## src/rtl/alu_op_sequencer_pkg.sv

```systemverilog
// Shared op codes, operand-select encodings and FSM state type for the ALU op sequencer.
package alu_seq_pkg;

  localparam logic [2:0] OP_ADD  = 3'b000;
  localparam logic [2:0] OP_ADC  = 3'b001;
  localparam logic [2:0] OP_SUB  = 3'b010;
  localparam logic [2:0] OP_INC  = 3'b011;
  localparam logic [2:0] OP_DEC  = 3'b100;
  localparam logic [2:0] OP_PASS = 3'b101;

  localparam logic [1:0] SEL_B    = 2'b00;
  localparam logic [1:0] SEL_NB   = 2'b01;
  localparam logic [1:0] SEL_ZERO = 2'b10;
  localparam logic [1:0] SEL_ONES = 2'b11;

  typedef enum logic [1:0] {
    IDLE = 2'd0,
    WAIT = 2'd1,
    RESP = 2'd2
  } state_t;

  // Codes 11x are reserved and answered without touching the unit.
  function automatic logic is_illegal(input logic [2:0] op);
    return (op[2:1] == 2'b11);
  endfunction

endpackage

```

## src/rtl/alu_op_sequencer_if.sv

```systemverilog
// Request/response channels of the ALU op sequencer; rsp_mismatch exists only with ALU_SEQ_CHECK_EN.
interface alu_op_sequencer_if #(
  parameter int WIDTH = 8
);

  logic             req_valid;
  logic             req_ready;
  logic [2:0]       req_op;
  logic [WIDTH-1:0] req_a;
  logic [WIDTH-1:0] req_b;
  logic             rsp_valid;
  logic             rsp_ready;
  logic [WIDTH-1:0] rsp_result;
  logic             rsp_carry;
  logic             rsp_zero;
  logic             rsp_illegal;
`ifdef ALU_SEQ_CHECK_EN
  logic             rsp_mismatch;

  modport master (
    output req_valid, req_op, req_a, req_b, rsp_ready,
    input  req_ready, rsp_valid, rsp_result, rsp_carry, rsp_zero, rsp_illegal, rsp_mismatch
  );

  modport slave (
    input  req_valid, req_op, req_a, req_b, rsp_ready,
    output req_ready, rsp_valid, rsp_result, rsp_carry, rsp_zero, rsp_illegal, rsp_mismatch
  );
`else
  modport master (
    output req_valid, req_op, req_a, req_b, rsp_ready,
    input  req_ready, rsp_valid, rsp_result, rsp_carry, rsp_zero, rsp_illegal
  );

  modport slave (
    input  req_valid, req_op, req_a, req_b, rsp_ready,
    output req_ready, rsp_valid, rsp_result, rsp_carry, rsp_zero, rsp_illegal
  );
`endif

endinterface

```

## src/rtl/alu_op_sequencer_flag_calc.sv

```systemverilog
// Local model of the unit's adder: expected carry and zero, plus the sum when ALU_SEQ_CHECK_EN is defined.
module alu_flag_calc #(
  parameter int WIDTH = 8
) (
  input  logic [WIDTH-1:0] a,
  input  logic [WIDTH-1:0] opnd,
  input  logic             cin,
`ifdef ALU_SEQ_CHECK_EN
  output logic [WIDTH-1:0] sum,
`endif
  output logic             carry,
  output logic             zero
);

  logic [WIDTH:0] full;

  assign full  = {1'b0, a} + {1'b0, opnd} + {{WIDTH{1'b0}}, cin};
  assign carry = full[WIDTH];
  assign zero  = (full[WIDTH-1:0] == '0);

`ifdef ALU_SEQ_CHECK_EN
  assign sum = full[WIDTH-1:0];
`endif

endmodule

```

## src/rtl/alu_op_sequencer.sv

```systemverilog
// Command front end for the 8-bit calculation unit: one op in flight, result sampled after LAT clocks.
// Optional result cross-check against the local adder model is enabled by ALU_SEQ_CHECK_EN.
module alu_op_sequencer
  import alu_seq_pkg::*;
#(
  parameter int WIDTH = 8,
  parameter int LAT   = 2
) (
  input  logic             clk,
  input  logic             rst,
  alu_op_sequencer_if.slave bus,
  output logic [WIDTH-1:0] cu_a,
  output logic [WIDTH-1:0] cu_b,
  output logic [1:0]       cu_select,
  output logic             cu_cin,
  input  logic [WIDTH-1:0] cu_result
);

  localparam int CNT_W = (LAT < 2) ? 1 : $clog2(LAT + 1);

  state_t           state;
  state_t           next_state;
  logic [CNT_W-1:0] cnt;
  logic             carry_q;
  logic             accept;
  logic             rsp_hs;
  logic [1:0]       map_select;
  logic             map_cin;
  logic [WIDTH-1:0] opnd;
  logic             exp_carry;
  logic             exp_zero;
`ifdef ALU_SEQ_CHECK_EN
  logic [WIDTH-1:0] exp_sum;
`endif

  assign accept = bus.req_valid & bus.req_ready;
  assign rsp_hs = (state == RESP) & bus.rsp_ready;

  always_ff @(posedge clk) begin
    if (rst) state <= IDLE;
    else     state <= next_state;
  end

  always_comb begin
    next_state = state;
    case (state)
      IDLE:    if (accept) next_state = is_illegal(bus.req_op) ? RESP : WAIT;
      WAIT:    if (cnt == '0) next_state = RESP;
      RESP:    if (rsp_hs) next_state = IDLE;
      default: next_state = IDLE;
    endcase
  end

  // req_ready is forced low while rst is asserted, even though state already reads IDLE.
  always_comb begin
    bus.req_ready = (state == IDLE) && !rst;
    bus.rsp_valid = (state == RESP);
  end

  always_comb begin
    map_select = SEL_B;
    map_cin    = 1'b0;
    case (bus.req_op)
      OP_ADC:  map_cin = carry_q;
      OP_SUB:  begin map_select = SEL_NB;   map_cin = 1'b1; end
      OP_INC:  begin map_select = SEL_ZERO; map_cin = 1'b1; end
      OP_PASS: begin map_select = SEL_ZERO; map_cin = 1'b0; end
      OP_DEC:  begin map_select = SEL_ONES; map_cin = 1'b0; end
      default: ;
    endcase
  end

  always_comb begin
    opnd = cu_b;
    case (cu_select)
      SEL_B:    opnd = cu_b;
      SEL_NB:   opnd = ~cu_b;
      SEL_ZERO: opnd = '0;
      default:  opnd = '1;
    endcase
  end

  alu_flag_calc #(.WIDTH(WIDTH)) u_flag_calc (
    .a     (cu_a),
    .opnd  (opnd),
    .cin   (cu_cin),
`ifdef ALU_SEQ_CHECK_EN
    .sum   (exp_sum),
`endif
    .carry (exp_carry),
    .zero  (exp_zero)
  );

  // Unit inputs change only on a legal accept; the response is loaded once and held until taken.
  always_ff @(posedge clk) begin
    if (rst) begin
      cnt             <= '0;
      carry_q         <= 1'b0;
      cu_a            <= '0;
      cu_b            <= '0;
      cu_select       <= '0;
      cu_cin          <= 1'b0;
      bus.rsp_result  <= '0;
      bus.rsp_carry   <= 1'b0;
      bus.rsp_zero    <= 1'b0;
      bus.rsp_illegal <= 1'b0;
`ifdef ALU_SEQ_CHECK_EN
      bus.rsp_mismatch <= 1'b0;
`endif
    end else begin
      if (state == IDLE && accept) begin
        if (is_illegal(bus.req_op)) begin
          bus.rsp_result  <= '0;
          bus.rsp_carry   <= 1'b0;
          bus.rsp_zero    <= 1'b0;
          bus.rsp_illegal <= 1'b1;
`ifdef ALU_SEQ_CHECK_EN
          bus.rsp_mismatch <= 1'b0;
`endif
        end else begin
          cu_a      <= bus.req_a;
          cu_b      <= bus.req_b;
          cu_select <= map_select;
          cu_cin    <= map_cin;
          cnt       <= CNT_W'(LAT);
        end
      end
      if (state == WAIT) begin
        if (cnt == '0) begin
          bus.rsp_result  <= cu_result;
          bus.rsp_carry   <= exp_carry;
          bus.rsp_zero    <= exp_zero;
          bus.rsp_illegal <= 1'b0;
`ifdef ALU_SEQ_CHECK_EN
          bus.rsp_mismatch <= (cu_result != exp_sum);
`endif
        end else begin
          cnt <= cnt - 1'b1;
        end
      end
      if (rsp_hs && !bus.rsp_illegal) carry_q <= bus.rsp_carry;
    end
  end

endmodule
```

## src/flat_wrapper.sv

```systemverilog
// flat-port wrapper written by rule: the top's interface ports become plain ports
module alu_op_sequencer_flat import alu_seq_pkg::*;
#(
  parameter int WIDTH = 8,
  parameter int LAT   = 2
)
  (clk, rst, cu_a, cu_b, cu_select, cu_cin, cu_result, bus_req_valid, bus_req_op, bus_req_a, bus_req_b, bus_rsp_ready, bus_req_ready, bus_rsp_valid, bus_rsp_result, bus_rsp_carry, bus_rsp_zero, bus_rsp_illegal);
  alu_op_sequencer_if #(.WIDTH(WIDTH)) bus_i ();
  input  logic clk;
  input  logic rst;
  output logic [WIDTH-1:0] cu_a;
  output logic [WIDTH-1:0] cu_b;
  output logic [1:0] cu_select;
  output logic cu_cin;
  input  logic [WIDTH-1:0] cu_result;
  input wire logic [$bits(bus_i.req_valid)-1:0] bus_req_valid;
  input wire logic [$bits(bus_i.req_op)-1:0] bus_req_op;
  input wire logic [$bits(bus_i.req_a)-1:0] bus_req_a;
  input wire logic [$bits(bus_i.req_b)-1:0] bus_req_b;
  input wire logic [$bits(bus_i.rsp_ready)-1:0] bus_rsp_ready;
  output wire logic [$bits(bus_i.req_ready)-1:0] bus_req_ready;
  output wire logic [$bits(bus_i.rsp_valid)-1:0] bus_rsp_valid;
  output wire logic [$bits(bus_i.rsp_result)-1:0] bus_rsp_result;
  output wire logic [$bits(bus_i.rsp_carry)-1:0] bus_rsp_carry;
  output wire logic [$bits(bus_i.rsp_zero)-1:0] bus_rsp_zero;
  output wire logic [$bits(bus_i.rsp_illegal)-1:0] bus_rsp_illegal;
  assign bus_i.req_valid = bus_req_valid;
  assign bus_i.req_op = bus_req_op;
  assign bus_i.req_a = bus_req_a;
  assign bus_i.req_b = bus_req_b;
  assign bus_i.rsp_ready = bus_rsp_ready;
  assign bus_req_ready = bus_i.req_ready;
  assign bus_rsp_valid = bus_i.rsp_valid;
  assign bus_rsp_result = bus_i.rsp_result;
  assign bus_rsp_carry = bus_i.rsp_carry;
  assign bus_rsp_zero = bus_i.rsp_zero;
  assign bus_rsp_illegal = bus_i.rsp_illegal;
  alu_op_sequencer #(.WIDTH(WIDTH), .LAT(LAT)) u_core (.clk(clk), .rst(rst), .bus(bus_i), .cu_a(cu_a), .cu_b(cu_b), .cu_select(cu_select), .cu_cin(cu_cin), .cu_result(cu_result));
endmodule
```

## config.mk

```make
export PLATFORM = sky130hd
export DESIGN_NAME = alu_op_sequencer_flat
export DESIGN_NICKNAME = d
export VERILOG_FILES = /design/src/rtl/alu_op_sequencer_pkg.sv /design/src/rtl/alu_op_sequencer_if.sv /design/src/rtl/alu_op_sequencer_flag_calc.sv /design/src/rtl/alu_op_sequencer.sv /design/src/flat_wrapper.sv
export SDC_FILE = /design/constraint.sdc
export NUM_CORES = 1
export LEC_CHECK = 0
export CORE_MARGIN = 4
export CORE_UTILIZATION = 45
export DETAILED_ROUTE_END_ITERATION = 12
export MAX_ROUTING_LAYER = met4
export PLACE_DENSITY = 0.79
export SYNTH_ARGS = -nofsm -noshare
export SYNTH_HDL_FRONTEND = slang
export SYNTH_SLANG_ARGS = --single-unit
```

## constraint.sdc

```tcl
create_clock -name clk -period 2.37 [get_ports clk]
set_input_delay 0.474 -clock clk [delete_from_list [all_inputs] [get_ports clk]]
set_output_delay 0.474 -clock clk [all_outputs]
set_load 0.05 [all_outputs]
```

==> metrics.md, run 1 <==
| Metric | Value |
|---|---|
| Crit path launch type | register |
| Hold EP | u_core.bus.rsp_result[6] |
| Main synth FF type | dfxtp_1 |
| Detail Route Antenna Nets | 0 |
| Post-synth top cells | nand2_1, dfxtp_1, a21oi_1, nor2_1, nand3_1 |
| DR iter-0 viols | 62 |
| Register-to-Register Path Depth | 10 |
| DIE WIDTH | 72.3 um |
| Worst Slack Setup Final | 0.124 ns |
| Final Setup Violations | 0 |
| Switching power | 474 uW |
| Inst Count DP | 342 |
| Initial core utilization | 0.465 |
| Least-Margin Pin Slew | 0.517 ns |
| EDFF count, synth | 0 |
| CP dominant cell by count | o31ai_2 |
| Filler instances | 345 |
| Hpwl dp | 3470 um |
| Most numerous cell in the Yosys netlist | nand2_1 |
| Total power | 1.55 mW |
| Yosys top cell area share | 0.376 |
| Vias in the first global route | 1742 |
| Synth-to-layout area growth | 45.1% |
| Layout Nets | 342 |
| Worst Hold Launch | u_core.bus.rsp_result[6] |
| FF-to-FF Start | u_core.cu_select[1] |
| Setup crit end kind | register |
| Seq/Total Area, Yosys | 0.376 |
| Crit Path Max Fanout | 9 |
| Total grt overflow | 0 |
| Initial antenna violation count | 0 |
| Synth warn | 0 |
| Setup CP Type | reg2reg |
| TritonCTS sink count | 35 |
| Die area | 5230 sq um |
| Port Buffers | 62 |
| Crit share post-route | 0.948 |
| Slowest CP cell | fa_1 |
| Int Pwr | 1.07 mW |
| Min-delay worst type | reg2reg |
| FP Rows | 23 |
| Dpl ws | 0.120 ns |
| Hold buffer count at CTS | 0 |
| CTS HTree Levels | 2 |
| Reg power frac | 0.423 |
| Combinational power share | 0.272 |
| Total GRT Usage | 0.187 |
| Critical-path cell list | buf_4 > nand2b_1 > xnor2_1 > inv_1 > fa_1 > nor2b_1 > o31ai_2 > a21boi_0 > xor2_1 > o31ai_2 |
| FFs w/ async S/R, synth | 0 |
| Clock root cell | clkbuf_8 |
| Area contributors post-synth | dfxtp_1, a21oi_1, nand2_1 |
| Synth Cell Area | 1860 sq um |
| Slew margin rel. | 0.654 |
| Netlist cell types | 38 |
| Die height | 72.3 um |
| Clk_skew | 0.00478 ns |
| Syn Inst Count | 230 |
| Hold path depth | 2 |
| Sw Ratio | 0.307 |
| I/O pin cnt | 63 |
| Avg Vias per Cell | 5.10 |
| CTS tree | built |
| Drt pass-1 iters | 4 |
| Mean Syn Cell Area | 8.09 sq um |
| Post-synth net total | 273 |
| Layout Cells excl Fill | 350 |
| Wire length of the first global-routing pass | 7500 um |
| GP Congestion | 0.848 |
| Clk slew on worst S/H paths | 0.07 ns |
| Remaining DRCs | 0 |
| Finished Core Util | 0.675 |
| Max incr delay on CP | 0.44 ns |
| Total number of vias | 1784 |
| Share of cells above drive strength 1 | 0.100 |
| Clk_lat worst skew | 0.29 ns |
| Most area-hungry cell type in the Yosys netlist | dfxtp_1 |
| Clock Power Share | 0.304 |
| Max IR drop VDD | 0.353 mV |
| CTS Buffer Depth | 2 |
| Reg-to-reg setup timing slack | 0.12 ns |
| Status | finished clean |
| Tmin final | 2.25 ns |
| Reg-to-Reg End | u_core.bus.rsp_zero |
| Number of max-cap violations | 0 |
| Static Leak | 1.02 nW |
| Final Max Slew Viols | 0 |
| DR WL/cell | 12.8 um |
| Data required time at the worst endpoint | 2.58 ns |
| Final-report hold violation count | 0 |
| Worst EP arrival | 2.45 ns |
| Synthesized flop and latch total | 35 |
| PwrDens | 572 nW/um^2 |
| Highest clock rate | 445 MHz |
| Tightest hold margin | 0.467 ns |
| Post-Route WL | 4480 um |
| Largest net degree at the start of global routing | 19 |
| Placeable Area | 4000 sq um |
| TritonCTS Buffers | 5 |
| N_diodes | 0 |
==> power by group through the flow <==
stage	clock (mW)	combinational (mW)	sequential, mW
after global routing	0.503	0.454	0.659
after floorplan	0	0.169	0.754
final	0.470	0.421	0.654
after CTS	0.476	0.422	0.654
after detailed placement	0	0.421	0.667
after global placement	0	0.415	0.667
==> registers in the layout, summed over array words and instances, names as in the netlist, named ones only <==
register                cells
u_core.cu_a                 8
u_core.bus.rsp_zero         1
u_core.bus.rsp_result       8
u_core.cu_cin               1
u_core.bus.rsp_illegal      1
u_core.state                2
u_core.cnt                  1
u_core.cu_select            2
u_core.cu_b                 8
u_core.bus.rsp_carry        1
u_core.carry_q              1
==> area by class of cell <==
class | count | area (sq um) | area share
clock buffer | 8 | 100 | 0.0371
inverter | 7 | 26.3 | 0.00973
multi-input combinational | 176 | 1080 | 0.402
sequential | 35 | 704 | 0.261
tap | 50 | 62.6 | 0.0232
timing repair buffer | 74 | 723 | 0.268
==> metal layers <==
| layer | global-route usage | share of wire | wire (um) | up-vias |
|---|---|---|---|---|
| li1 | - | - | - | 921 |
| met1 | 0.225 | 0.46 | 2050 | 794 |
| met2 | 0.300 | 0.45 | 2020 | 62 |
| met3 | 0.0596 | 0.078 | 348 | 7 |
| met4 | 0.0522 | 0.012 | 54 | 0 |
| met5 | - | 0 | 0 | - |
==> worst max-delay path, delay by kind of cell, from the launching register on <==
kind	cells	cell delay (ns)
AO/OA/AOI/OAI	3	0.52
XOR/XNOR	2	0.29
adder cells (fa/ha/maj)	1	0.44
buffers and inverters	2	0.23
flip-flops	1	0.32
AND/OR/NAND/NOR	2	0.37
==> worst max path at each step <==
stage	start	to	slack, ns
final	u_core.cu_select[1]	u_core.bus.rsp_zero	0.12
after CTS	u_core.state[1]	bus_rsp_valid	0.06
after floorplan	u_core.cu_select[0]	u_core.bus.rsp_zero	0.04
after detailed placement	u_core.cu_select[1]	u_core.bus.rsp_zero	0.12
after global placement	u_core.cu_select[1]	u_core.bus.rsp_zero	0.19
after global routing	u_core.cu_select[1]	u_core.bus.rsp_zero	-0.05
==> timing repair <==
action,in CTS,in global routing
setup endpoints to repair,0,2
buffers inserted,0,0
resized for setup,0,3
==> logic make-up after synthesis <==
kind of cell | synth area share
AOI/OAI and AO/OA | 0.164
xor gates and xnor gates | 0.0612
adders and majority gates | 0.0887
buffers and inverters | 0.0464
DFF | 0.376
muxes | 0.00538
and+or+nand+nor | 0.258
==> metrics by stage <==
step | area [sq um] | TNS [ns]
finish | 2700 | 0
global route | 2700 | -0.0532
CTS | 2690 | 0
detailed placement | 2590 | 0
global placement | 2590 | 0
floorplan | 1870 | 0
==> cell usage in the layout (no fill, tap or decap), types with 3 or more instances in the layout <==
master	Yosys	layout
buf_4	2	12
xnor2_1	9	9
nand2_1	43	43
nand2b_1	8	8
nor2b_1	4	4
xor2_1	4	4
nand3_1	11	11
nand3b_1	4	4
a21oi_1	34	34
clkdlybuf4s50_1	0	60
nor3_1	5	5
nor2_1	14	14
a211oi_1	3	3
inv_1	7	7
clkbuf_8	0	7
dfxtp_1	35	32
ha_1	10	10
dfxtp_2	0	3
No activity file was read; power rests on OpenSTA's default activity.
==> run 2: changes to the inputs <==
CORE_UTILIZATION = 47   (was 45)
CTS_BUF_LIST = sky130_fd_sc_hd__clkbuf_4 sky130_fd_sc_hd__clkbuf_8   (was not set)
PLACE_DENSITY = 0.82   (was 0.79)
==> run 2 against run 1 <==
Against the previous run: via count grew 0.73%; combinational power is essentially flat; non-clock buffer count shrank 4; cell count shrank 1.7%; die area shrank 3.8%; critical path depth is the same; total power grew 0.67%; core utilization grew 4.4 points; fmax grew 1.8%; register-to-register slack gained 0.04 ns; setup slack gained 0.040 ns; sequential power is essentially flat.
==> metrics.md, run 2 (synthesis results as in run 1) <==
| Metric | Value |
|---|---|
| TritonCTS sink count | 35 (unchanged) |
| CTS Buffer Depth | 2 (unchanged) |
| Worst Hold Launch | u_core.bus.rsp_result[0] |
| Design area | 2690 sq um (-0.32%) |
| Post-place instance area | 2560 sq um (-1.3%) |
| Finished Core Util | 0.719 (+0.0439) |
| Least-Margin Pin Slew | 0.517 ns (-0.0000198 ns) |
| Combinational power share | 0.271 (about the same) |
| Post-Route WL | 4620 um (+3.1%) |
| Worst EP arrival | 2.41 ns (-0.04 ns) |
| Int Pwr | 1.08 mW (+0.87%) |
| I/O pin cnt | 63 (unchanged) |
| Worst Slack Setup Final | 0.163 ns (+0.0398 ns) |
| Switching power | 475 uW (+0.23%) |
| Data required time at the worst endpoint | 2.58 ns (about the same) |
| Drt pass-1 iters | 4 (unchanged) |
| FF-to-FF Start | u_core.cu_select[1] |
| Layout Cells excl Fill | 344 (-1.7%) |
| Met1 global-route usage | 0.223 (-0.00121) |
| Clk_skew | 0.00519 ns (+0.000409 ns) |
| CTS tree | built |
| Most common cell after layout, fill and taps aside | clkdlybuf4s50_1 |
| Max IR drop VDD | 0.401 mV (+14%) |
| Remaining DRCs | 0 (unchanged) |
| Port Buffers | 62 (unchanged) |
| Largest net degree at the start of global routing | 33 (+14) |
| Clk_lat worst skew | 0.28 ns (about the same) |
| Crit path launch type | register |
| Sw Ratio | 0.305 (-0.00136) |
| Vias in the first global route | 1678 (-3.7%) |
| Total number of vias | 1797 (+0.73%) |
| CTS HTree Levels | 2 (unchanged) |
| Avg Vias per Cell | 5.22 (+2.5%) |
| Static Leak | 1.01 nW (-0.76%) |
| Reg power frac | 0.422 (about the same) |
| Setup CP Type | reg2reg |
| DIE WIDTH | 70.9 um (-1.9%) |
| Wire length of the first global-routing pass | 7380 um (-1.6%) |
| Clk slew on worst S/H paths | 0.07 ns (about the same) |
| Initial core utilization | 0.497 (+0.0319) |
| Met2 Resource Use GR | 0.307 (+0.00660) |
| Tightest hold margin | 0.470 ns (+0.00265 ns) |
| N_diodes | 0 (unchanged) |
| Synth-to-layout area growth | 44.6% |
| Status | finished clean |
| Total GRT Usage | 0.189 (+0.00224) |
| Placeable Area | 3740 sq um (-6.4%) |
| Setup total negative slack | 0 ns (unchanged) |
| Final Setup Violations | 0 (unchanged) |
| Clock root cell | clkbuf_8 |
| PwrDens | 578 nW/um^2 (+1.0%) |
| Die height | 70.9 um (-1.9%) |
| DR WL/cell | 13.4 um (+4.9%) |
| GP Congestion | 0.788 (-7.1%) |
| Highest clock rate | 453 MHz (+1.8%) |
| Crit Path Max Fanout | 10 (+1) |
| GR peak layer | met2 |
| Number of max-cap violations | 0 (unchanged) |
| Final-report hold violation count | 0 (unchanged) |
| Detail Route Antenna Nets | 0 (unchanged) |
| Commonest non-fill, non-tap cells in the layout | clkdlybuf4s50_1, nand2_1, a21oi_1 |
| Filler instances | 316 (-8.4%) |
| Layout Nets | 338 (-1.2%) |
| Min-delay worst type | reg2reg |
| Share of cells above drive strength 1 | 0.105 (+0.00473) |
| Largest regs | u_core.bus.rsp_result (8), u_core.cu_a (8), u_core.cu_b (8) |
| FP Rows | 22 (-4.3%) |
| Final Max Slew Viols | 0 (unchanged) |
| Clock Power Share | 0.307 (+0.003) |
| Critical path origin | u_core.cu_select[1] |
| DR iter-0 viols | 77 (+24%) |
| Setup crit end kind | register |
| Crit share post-route | 0.931 (-0.0168) |
| TritonCTS Buffers | 5 (unchanged) |
| Total grt overflow | 0 (unchanged) |
| Inst Count DP | 336 (-1.8%) |
| Die area | 5030 sq um (-3.8%) |
| Initial antenna violation count | 0 (unchanged) |
| Total power | 1.56 mW (+0.67%) |
| Dpl ws | -0.0104 ns (-0.130 ns) |
| Met3 Use GR | 0.0668 (+0.00720) |
| Tmin final | 2.21 ns (-0.0398 ns) |
| RSZ-0062 raised after global routing | false |
| Hpwl dp | 3400 um (-1.9%) |
| Slew margin rel. | 0.654 (about the same) |
-- run 2: per-layer routing --
layer	vias up	routed length, um	share of wire
met2	63	2150	0.47
met1	821	2110	0.46
li1	907	-	-
met3	6	301	0.065
met5	-	0	0
met4	0	51	0.011
-- run 2: layout make-up --
type                    count  area (sq um)  area share
clock buffers               8           104      0.0386
flip-flops and latches     35           704       0.262
multi-input cells         176          1100       0.410
repair buffers             70           693       0.257
inverters                   7          26.3     0.00976
well taps                  48          60.1      0.0223
-- run 2: power by group through the flow --
stage | combinational, mW | clock [mW] | sequential [mW]
final | 0.422 | 0.478 | 0.656
after floorplan | 0.169 | 0 | 0.754
after global routing | 0.450 | 0.511 | 0.661
after CTS | 0.420 | 0.483 | 0.655
after detailed placement | 0.416 | 0 | 0.667
after global placement | 0.409 | 0 | 0.667
-- run 2: final timing paths --
check | endpoint | slack (ns) | cells past startpoint
worst max-delay path | u_core.bus.rsp_zero | 0.16 | 10
worst min-delay path | u_core.bus.rsp_result[0] | 0.47 | 2
worst max register to register | u_core.bus.rsp_zero | 0.16 | 10
worst min register to register | u_core.bus.rsp_result[0] | 0.47 | 2
-- run 2: repair_timing --
item | in CTS | in global routing
setup endpoints to repair | 1 | 2
pin swaps | 0 | 2
resized for setup | 2 | 6
setup buffers | 0 | 0
gates cloned | 0 | 0
hold buffers | 0 | 0
-- run 2: critical path, stage by stage (launching register included) --
cell and delay (ns):
dfxtp_2 0.36, nand2b_4 0.16, xnor2_2 0.15, fa_2 0.35, inv_1 0.08, fa_2 0.21, nor2b_1 0.06, o31ai_2 0.28
a21boi_1 0.12, xor2_1 0.16, o31ai_2 0.20
==> run 3: changes to the inputs <==
REMOVE_ABC_BUFFERS = 1   (was not set)
clock period = 2.2 ns   (was 2.37 ns; I/O delays follow)
==> run 3 against run 2 <==
Against the previous run: the flow now finishes with violations (negative setup slack); sequential power is 7.5% higher; final area is 5.9% higher; critical path depth stayed put; first-iteration DRC count is 86% higher; largest cell class unchanged.
==> metrics.md, run 3 (synthesis results as in run 1) <==
| Metric | Value |
|---|---|
| TritonCTS Buffers | 5 (unchanged) |
| Post-Route WL | 5430 um (+17%) |
| Initial antenna violation count | 0 (unchanged) |
| DR iter-0 viols | 143 (+86%) |
| Int Pwr | 1.25 mW (+16%) |
| Remaining DRCs | 0 (unchanged) |
| Switching power | 547 uW (+15%) |
| Final-report hold violation count | 0 (unchanged) |
| Crit Path Max Fanout | 2 (-8) |
| Static Leak | 1.08 nW (+6.4%) |
| Min-delay worst type | reg2reg |
| Max IR drop VDD | 0.518 mV (+29%) |
| FP Rows | 22 (unchanged) |
| Multi-input gate area | 1210 sq um (+9.3%) |
| CTS tree | built |
| Detail Route Antenna Nets | 0 (unchanged) |
| Status | finished with violations |
| Hold EP | u_core.bus.rsp_result[6] |
| Initial core utilization | 0.497 (unchanged) |
| Commonest non-fill, non-tap cells in the layout | clkdlybuf4s50_1, nand2_1, dfxtp_1 |
| I/O pin cnt | 63 (unchanged) |
| GP Congestion | 0.765 (-2.9%) |
| Sw Ratio | 0.305 (-0.000825) |
| Hpwl dp | 3530 um (+3.9%) |
| Combinational power share | 0.272 (about the same) |
| Die height | 70.9 um (unchanged) |
| DR WL/cell | 15.5 um (+15%) |
| Final Setup Violations | 2 (+2) |
| Slew margin rel. | 0.659 (+0.00430) |
| Clk slew on worst S/H paths | 0.07 ns (about the same) |
| Worst Hold Launch | u_core.bus.rsp_result[6] |
| Setup CP Type | reg2reg |
| Worst EP arrival | 2.45 ns (+0.04 ns) |
| Largest net degree at the start of global routing | 21 (-36%) |
| Wire length of the first global-routing pass | 8160 um (+10%) |
| Clock root cell | clkbuf_8 |
| Total number of vias | 1906 (+6.1%) |
| Design area | 2850 sq um (+5.9%) |
| TritonCTS sink count | 35 (unchanged) |
| Reg-to-reg setup timing slack | -0.05 ns (-0.21 ns) |
| DIE WIDTH | 70.9 um (unchanged) |
| Register-to-Register Path Depth | 10 (unchanged) |
| FF-to-FF Start | u_core.cu_select[1] |
| Dpl ws | -0.0580 ns (-0.0475 ns) |
| Placeable Area | 3740 sq um (unchanged) |
| Total grt overflow | 0 (unchanged) |
| N_diodes | 0 (unchanged) |
| Setup crit end kind | register |
| Post-place instance area | 2580 sq um (+0.83%) |
| Final Max Slew Viols | 0 (unchanged) |
| Drt pass-1 iters | 5 (+1) |
| CTS HTree Levels | 2 (unchanged) |
| Largest regs | u_core.bus.rsp_result (8), u_core.cu_a (8), u_core.cu_b (8) |
| Total GRT Usage | 0.205 (+0.0163) |
| Synth-to-layout area growth | 53.2% |
| CTS Buffer Depth | 2 (unchanged) |
| Sequential cell area | 702 sq um (-0.36%) |
| PwrDens | 630 nW/um^2 (+9.0%) |
| Clk_skew | 0.00342 ns (-0.00177 ns) |
| Number of max-cap violations | 0 (unchanged) |
| Share of cells above drive strength 1 | 0.165 (+0.0603) |
| Data required time at the worst endpoint | 2.41 ns (-0.17 ns) |
| Layout Nets | 345 (+2.1%) |
| Filler instances | 285 (-9.8%) |
| Highest clock rate | 445 MHz (-1.8%) |
| Port Buffers | 62 (unchanged) |
| Die area | 5030 sq um (unchanged) |
| Tmin final | 2.25 ns (+0.0403 ns) |
| Most common cell after layout, fill and taps aside | clkdlybuf4s50_1 |
| Avg Vias per Cell | 5.43 (+4.0%) |
| Clk_lat worst skew | 0.29 ns (about the same) |
| Crit share post-route | 1.02 (+0.0902) |
| Hold path depth | 2 (unchanged) |
| Vias in the first global route | 1803 (+7.4%) |
| Crit path launch type | register |
| Reg power frac | 0.393 (-0.029) |
| Failing checks | negative setup slack |
| Reg-to-Reg End | u_core.bus.rsp_zero |
| Hold buffer count at CTS | 0 (unchanged) |
| Least-Margin Pin Slew | 0.510 ns (-0.00643 ns) |
| Clock Power Share | 0.335 (+0.028) |
| Worst Slack Setup Final | -0.0468 ns (-0.210 ns) |
-- run 3: changes by cell type in the layout (fill, tap and decap cells not counted), moves of 2 or more --
cell / delta
ha_1: -2
buf_4: +9
dfxtp_2: -2
dfxtp_1: +2
xnor2_1: -3
xnor2_2: +2
-- run 3: area by class of cell --
| cell class | count | area share |
|---|---|---|
| Sequential cell | 35 | 0.246 |
| Multi-Input combinational cell | 176 | 0.423 |
| Tap cell | 48 | 0.0211 |
| Inverter | 7 | 0.00921 |
| Clock inverter | 2 | 0.0123 |
| Timing Repair Buffer | 77 | 0.259 |
| Clock buffer | 6 | 0.0290 |
-- run 3: worst max-delay path: stages (launching register included) --
cell and delay (ns):
dfxtp_1 0.31, nand2b_4 0.14, xnor2_2 0.13, fa_2 0.36, inv_2 0.09, fa_2 0.25
xor2_1 0.20, nand4_1 0.15, nor3b_2 0.22, o211ai_1 0.13, o31ai_2 0.18
-- run 3: power by group through the flow --
stage / Clock, mW / Combinational (mW) / Sequential [mW]
after floorplan: 0 / 0.159 / 0.816
after global placement: 0 / 0.445 / 0.716
after detailed placement: 0 / 0.451 / 0.717
after CTS: 0.601 / 0.457 / 0.703
after global routing: 0.636 / 0.520 / 0.710
final: 0.602 / 0.489 / 0.705
-- run 3: what timing repair did --
| item | CTS | global route |
|---|---|---|
| gates resized for setup | 3 | 24 |
| buffers inserted | 0 | 3 |
| setup endpoints to repair | 1 | 2 |
| hold endpoints to repair | 0 | 0 |
| pin swaps | 0 | 10 |
-- run 3: how the worst max path moves through the flow --
stage	start	end	slack, ns	cells after the start
3_5_place_dp	u_core.cu_select[1]	u_core.bus.rsp_zero	-0.06	10
3_3_place_gp	u_core.cu_select[1]	u_core.bus.rsp_zero	0.03	10
2_1_floorplan	u_core.cu_select[0]	u_core.bus.rsp_zero	-0.39	9
6_report	u_core.cu_select[1]	u_core.bus.rsp_zero	-0.05	10
4_1_cts	u_core.cu_select[1]	u_core.bus.rsp_zero	0.02	10
5_1_grt	u_core.cu_select[1]	u_core.bus.rsp_zero	-0.16	9
-- run 3: stage by stage --
step / cells / util / power, mW / setup TNS, ns / hold WS, ns
CTS: 348 / 0.723 / 1.76 / 0 / 0.469
floorplan: 218 / - / 0.975 / -0.607 / 0.452
finish: 351 / 0.762 / 1.80 / -0.0897 / 0.469
global route: 351 / 0.762 / 1.87 / -0.258 / 0.490
detailed placement: 340 / 0.689 / 1.17 / -0.0580 / 0.459
global placement: 340 / 0.689 / 1.16 / 0 / 0.455
-- run 3: per-layer routing --
metal,routed length [um],GRT usage,up-vias
li1,-,-,922
met1,2230,0.240,886
met2,2710,0.343,77
met3,286,0.0455,21
met4,195,0.0793,0
met5,0,-,-
